`src/rtl/mul8_pkg.sv`:
```
// Shared types and constants for the sequential 8-bit shift-add multiplier.
package mul8_pkg;

   localparam int MUL8_WIDTH = 8;
   localparam int MUL8_CNT_W = 3;

   typedef enum logic [1:0] {
      IDLE = 2'd0,
      RUN  = 2'd1,
      DONE = 2'd2
   } mul8_state_t;

endpackage

```
`src/rtl/mul8_seq_unit_if.sv`:
```
// Request/result bundle between the sequencing controller (master) and the multiplier (slave).
interface mul8_seq_unit_if #(
   parameter int WIDTH = 8
);
   logic             start;
   logic [WIDTH-1:0] a;
   logic [WIDTH-1:0] b;
   logic             busy;
   logic             done;
   logic [WIDTH-1:0] result;
   logic             ovf;

   modport master (output start, a, b, input busy, done, result, ovf);
   modport slave  (input start, a, b, output busy, done, result, ovf);
endinterface

```
`src/rtl/mul8_shift_acc.sv`:
```
// Shift-add datapath: multiplicand/multiplier shift registers and 2*WIDTH accumulator.
module mul8_shift_acc
   import mul8_pkg::*;
#(
   parameter int WIDTH = MUL8_WIDTH
) (
   input  logic               clock,
   input  logic               reset_n,
   input  logic               init,
   input  logic               step,
   input  logic [WIDTH-1:0]   a,
   input  logic [WIDTH-1:0]   b,
   output logic [2*WIDTH-1:0] prod_next
);

   logic [2*WIDTH-1:0] mcand;
   logic [2*WIDTH-1:0] acc;
   logic [WIDTH-1:0]   mplier;

   // Accumulator value after the current step; on the last step this is the full product.
   assign prod_next = acc + (mplier[0] ? mcand : '0);

   always_ff @(posedge clock or negedge reset_n) begin
      if (!reset_n) begin
         mcand  <= '0;
         mplier <= '0;
         acc    <= '0;
      end else if (init) begin
         mcand  <= {{WIDTH{1'b0}}, a};
         mplier <= b;
         acc    <= '0;
      end else if (step) begin
         acc    <= prod_next;
         mcand  <= mcand << 1;
         mplier <= mplier >> 1;
      end
   end

endmodule

```
`src/rtl/mul8_seq_unit.sv`:
```
// Sequential unsigned multiplier top: FSM, iteration counter and registered outputs.
// Build option: define MUL8_SAT_EN to saturate result to all-ones on overflow.
//
// state | meaning
// IDLE  | waiting for start; operands captured on the accepting edge
// RUN   | one partial-product iteration per clock, WIDTH iterations
// DONE  | one-cycle done strobe with result/ovf valid
module mul8_seq_unit
   import mul8_pkg::*;
#(
   parameter int WIDTH = MUL8_WIDTH
) (
   input  logic           clock,
   input  logic           reset_n,
   mul8_seq_unit_if.slave bus
);

   localparam logic [MUL8_CNT_W-1:0] CNT_LAST = MUL8_CNT_W'(WIDTH - 1);

   mul8_state_t             state;
   logic [MUL8_CNT_W-1:0]   cnt;
   logic                    busy_q;
   logic                    done_q;
   logic                    ovf_q;
   logic [WIDTH-1:0]        result_q;
   logic                    init;
   logic                    step;
   logic [2*WIDTH-1:0]      prod_next;
   logic                    ovf_next;
   logic [WIDTH-1:0]        result_next;

   assign init = (state == IDLE) && bus.start;
   assign step = (state == RUN);

   mul8_shift_acc #(.WIDTH(WIDTH)) u_shift_acc (
      .clock     (clock),
      .reset_n   (reset_n),
      .init      (init),
      .step      (step),
      .a         (bus.a),
      .b         (bus.b),
      .prod_next (prod_next)
   );

   assign ovf_next = |prod_next[2*WIDTH-1:WIDTH];

`ifdef MUL8_SAT_EN
   assign result_next = ovf_next ? {WIDTH{1'b1}} : prod_next[WIDTH-1:0];
`else
   assign result_next = prod_next[WIDTH-1:0];
`endif

   always_ff @(posedge clock or negedge reset_n) begin
      if (!reset_n) begin
         state    <= IDLE;
         cnt      <= '0;
         busy_q   <= 1'b0;
         done_q   <= 1'b0;
         ovf_q    <= 1'b0;
         result_q <= '0;
      end else begin
         case (state)
            IDLE: begin
               if (bus.start) begin
                  state  <= RUN;
                  cnt    <= '0;
                  busy_q <= 1'b1;
               end
            end
            RUN: begin
               cnt <= cnt + 1'b1;
               // No early exit on a zero multiplier: latency is fixed at WIDTH iterations.
               if (cnt == CNT_LAST) begin
                  state    <= DONE;
                  done_q   <= 1'b1;
                  ovf_q    <= ovf_next;
                  result_q <= result_next;
               end
            end
            DONE: begin
               state  <= IDLE;
               done_q <= 1'b0;
               busy_q <= 1'b0;
            end
            default: begin
               state  <= IDLE;
               done_q <= 1'b0;
               busy_q <= 1'b0;
            end
         endcase
      end
   end

   assign bus.busy   = busy_q;
   assign bus.done   = done_q;
   assign bus.ovf    = ovf_q;
   assign bus.result = result_q;

endmodule

```
`src/flat_wrapper.sv`:
```
// flat-port wrapper written by rule: the top's interface ports become plain ports
module mul8_seq_unit_flat import mul8_pkg::*;
#(
   parameter int WIDTH = MUL8_WIDTH
)
  (clock, reset_n, bus_start, bus_a, bus_b, bus_busy, bus_done, bus_result, bus_ovf);
  mul8_seq_unit_if #(.WIDTH(WIDTH)) bus_i ();
  input  logic clock;
  input  logic reset_n;
  input wire logic [$bits(bus_i.start)-1:0] bus_start;
  input wire logic [$bits(bus_i.a)-1:0] bus_a;
  input wire logic [$bits(bus_i.b)-1:0] bus_b;
  output wire logic [$bits(bus_i.busy)-1:0] bus_busy;
  output wire logic [$bits(bus_i.done)-1:0] bus_done;
  output wire logic [$bits(bus_i.result)-1:0] bus_result;
  output wire logic [$bits(bus_i.ovf)-1:0] bus_ovf;
  assign bus_i.start = bus_start;
  assign bus_i.a = bus_a;
  assign bus_i.b = bus_b;
  assign bus_busy = bus_i.busy;
  assign bus_done = bus_i.done;
  assign bus_result = bus_i.result;
  assign bus_ovf = bus_i.ovf;
  mul8_seq_unit #(.WIDTH(WIDTH)) u_core (.clock(clock), .reset_n(reset_n), .bus(bus_i));
endmodule
```
`config.mk`:
```
export PLATFORM = sky130hd
export DESIGN_NAME = mul8_seq_unit_flat
export DESIGN_NICKNAME = d
export VERILOG_FILES = /design/src/rtl/mul8_pkg.sv /design/src/rtl/mul8_seq_unit_if.sv /design/src/rtl/mul8_shift_acc.sv /design/src/rtl/mul8_seq_unit.sv /design/src/flat_wrapper.sv
export SDC_FILE = /design/constraint.sdc
export NUM_CORES = 1
export LEC_CHECK = 0
export BUFFER_PORTS_ARGS = -buffer_cell sky130_fd_sc_hd__buf_4
export CAP_MARGIN = 20
export CORE_UTILIZATION = 38
export CTS_CLUSTER_SIZE = 25
export DETAILED_ROUTE_END_ITERATION = 10
export PLACE_DENSITY = 0.59
export SLEW_MARGIN = 0
export SYNTH_ARGS = -nofsm -noshare
export SYNTH_HDL_FRONTEND = slang
export SYNTH_SLANG_ARGS = --single-unit
export TNS_END_PERCENT = 50
```
`constraint.sdc`:
```
create_clock -name clock -period 2.97 [get_ports clock]
set_clock_uncertainty 0.2 [all_clocks]
set_input_delay 0.594 -clock clock [delete_from_list [all_inputs] [get_ports clock]]
set_output_delay 0.594 -clock clock [all_outputs]
set_load 0.005 [all_outputs]
```
==> out/metrics.cfg <==
[placed_design]
hpwl_mm=4.81
gp_congestion=0.915
port_buffers=29
dp.cells=431

[finish]
final_common_cell=dfrtp_1
layout.nets=375
mostFrequentLayoutCells=dfrtp_1 (56), buf_4 (43), o21ai_0 (27)
multi_input_area_mm2=0.00166
nFillCells=774
drive_above_1_share_pct=24.0
diodes=0
area_delta_synth_final_pct=19.5
final_cells=440
regArea_mm2=0.00140

[timing]
setup_viol=0
max_freq_ghz=0.339
setup_tns_ps=0
period_share_pct=99.3
slew_violations=0
slew_headroom_pct=49.1
period_minus_slack_ps=2950
finalHoldViolations=0
rsz0062_at_grt=yes
tightestPinTransition_ps=762

[drt]
drc=0
vias=2412
wl_per_cell_um=15.9
drtIter0Drc=180
ant_nets=0
drt_wl_total_mm=6.98
dr.pass1.iters=4
avgViaCountPerCell=5.48

[critical_path]
cp_top_family=simple AND/OR/NAND/NOR gates
cp-end-kind=flip-flop
cp-start-kind=flip-flop
critical-path-max-stage-delay_ps=440
critPathBufInv=0
cp.required_ps=2950
critical_path_arrival_ps=2930
critPathKind=flip-flop to flip-flop
crit_fanout=3
cp_cell_sequence=and2_4, ha_4, fa_2, a21oi_4, o211ai_2, o41ai_1, xnor2_1, or4_4, nor4_2, a31oi_1
cp_slowest_cell=or4_4

[power]
power_density_mw_per_mm2=833
p_leak_nw=1.66
ir_drop_uv=321

[synthesis]
synth_top_family_by_area=compound AO/OA/AOI/OAI gates
synth_mux_area_share_pct=2.21
synth_compound_area_share_pct=24.7
synthArstFlopShare_pct=100
ys_ff_latch=56
synthesis.area_mm2=0.00306
synth-edff-count=0
yosys.area_share.xor_xnor_pct=4.29
synthSimpleGateAreaFrac_pct=13.0
netlist-cell-type-count=46
ys_seq_area_share_pct=45.8
synthAdderAreaFrac_pct=7.60
avgSynthCellArea_um2=10.2
synthCells=299
synth_warnings=0
ys.flop_type=dfrtp_1
syn_nets=336

[cts]
hold_buffers=0
cts_tree=built
cts_sinks=56
clockBufferDepth=2
htreeDepth=2
path_clk_slew_ps=100
ctsRootBufferMaster=clkbuf_8
numCtsBuffers=5
clk_latency_ps=310

[min_path]
worstHoldPathType=input pin to asynchronous set/reset pin

[floorplanning]
initial_utilization_pct=39.4
design.die.area_mm2=0.00842
core_area_mm2=0.00777
chipWidth_um=91.7
core.rowCount=32
ioPinCount=30
fp.dieH_um=91.7

[global_routing]
grt_pass1_wl_mm=11.9
antenna_found_initial=0
grt_max_degree=57
track_usage_pct=17.8
grt_pass1_vias=2386
grt-ovfl-total=0

[outcome]
status=complete, no violations

[flow_run]
cap_violations=0

==> synth_stat cells, types with 2 or more instances <==
cell type / instances / area (µm²)
nor2_1: 13 / 48.8
ha_1: 17 / 213
mux2_2: 6 / 67.6
xnor2_1: 9 / 78.8
nand2_1: 23 / 86.3
o21a_1: 4 / 30.0
inv_1: 7 / 26.3
a211oi_1: 2 / 15.0
xor2_1: 6 / 52.6
dfrtp_1: 56 / 1400
clkbuf_1: 13 / 48.8
nand3_1: 3 / 15.0
a22oi_1: 14 / 105
nor2b_1: 11 / 68.8
nor3_1: 2 / 10.0
o21ai_0: 27 / 135
a21oi_1: 20 / 100
a22o_1: 21 / 184
and2_1: 15 / 93.8
a31oi_1: 2 / 12.5
o21bai_1: 3 / 22.5
==> final timing paths <==
path,from,cells past startpoint,endpoint,slack [ps]
max,u_core.u_shift_acc.mcand[0],10,u_core.bus.ovf,20
min,reset_n,1,u_core.bus.result[3],130
max reg2reg,u_core.u_shift_acc.mcand[0],10,u_core.bus.ovf,20
min reg2reg,u_core.bus.result[2],2,u_core.bus.result[2],290
max in group asynchronous,reset_n,1,u_core.u_shift_acc.acc[11],1970
min in group clock,u_core.bus.result[2],2,u_core.bus.result[2],290
==> routing by layer <==
metal	wire (µm)	track usage [%]	up-vias	part of all wire, %
met5	0	0	-	0
met4	84	5.08	0	1.2
met3	212	2.99	5	3.0
met2	3120	27.1	45	45
met1	3570	26.0	1188	51
li1	-	-	1174	-
==> flip-flops by register name, indices dropped and copies added, names as in the netlist <==
| signal | count |
|---|---|
| u_core.bus.result | 8 |
| u_core.bus.ovf | 1 |
| u_core.bus.done | 1 |
| u_core.u_shift_acc.acc | 16 |
| u_core.u_shift_acc.mplier | 8 |
| u_core.bus.busy | 1 |
| u_core.cnt | 3 |
| u_core.u_shift_acc.mcand | 16 |
| u_core.state | 2 |
==> logic make-up after synthesis <==
group	Yosys count
buf+inv	20
simple gates	76
fa+ha+maj	18
compound gates	108
flops	56
mux	6
xor+xnor	15
==> final cells by class <==
class | instances | area share [%]
clock inverters | 2 | 0.342
well taps | 102 | 3.49
clock buffers | 5 | 1.88
inverters | 7 | 0.718
multi-input cells | 223 | 45.4
flip-flops and latches | 56 | 38.3
repair buffers | 45 | 9.89
==> where the power goes <==
group	total [mW]	switching [mW]	internal, mW
Sequential	1.28	0.218	1.06
Clock	0.404	0.244	0.161
Combinational	1.36	0.693	0.667
==> repair_timing <==
| action | 4_1_cts | 5_1_grt |
|---|---|---|
| buffers inserted | 0 | 1 |
| pin swaps | 0 | 1 |
| endpoints found under the setup margin | 2 | 3 |
| gates resized for setup | 5 | 8 |
==> stage by stage <==
| step | hold slack, ps | instance area, µm² | total power, mW | setup slack, ps | utilization (%) |
|---|---|---|---|---|---|
| 3_3_place_gp | 265 | 3470 | 2.57 | 27.6 | 44.7 |
| 6_report | 135 | 3660 | 3.05 | 21.7 | 47.1 |
| 3_5_place_dp | 273 | 3470 | 2.60 | -19.2 | 44.7 |
| 5_1_grt | 184 | 3660 | 3.30 | -124 | 47.1 |
| 4_1_cts | 157 | 3580 | 3.03 | 2.55 | 46.1 |
| 2_1_floorplan | 98.4 | 3070 | 2.12 | -27.9 | - |
==> worst register-to-register path, cell delays in order, from the launching register on <==
cell and delay, ps:
dfrtp_1 390, and2_4 170, ha_4 170, fa_2 400
a21oi_4 180, o211ai_2 150, o41ai_1 320, xnor2_1 170
or4_4 440, nor4_2 140, a31oi_1 100
(Power assumes the default switching activity.)
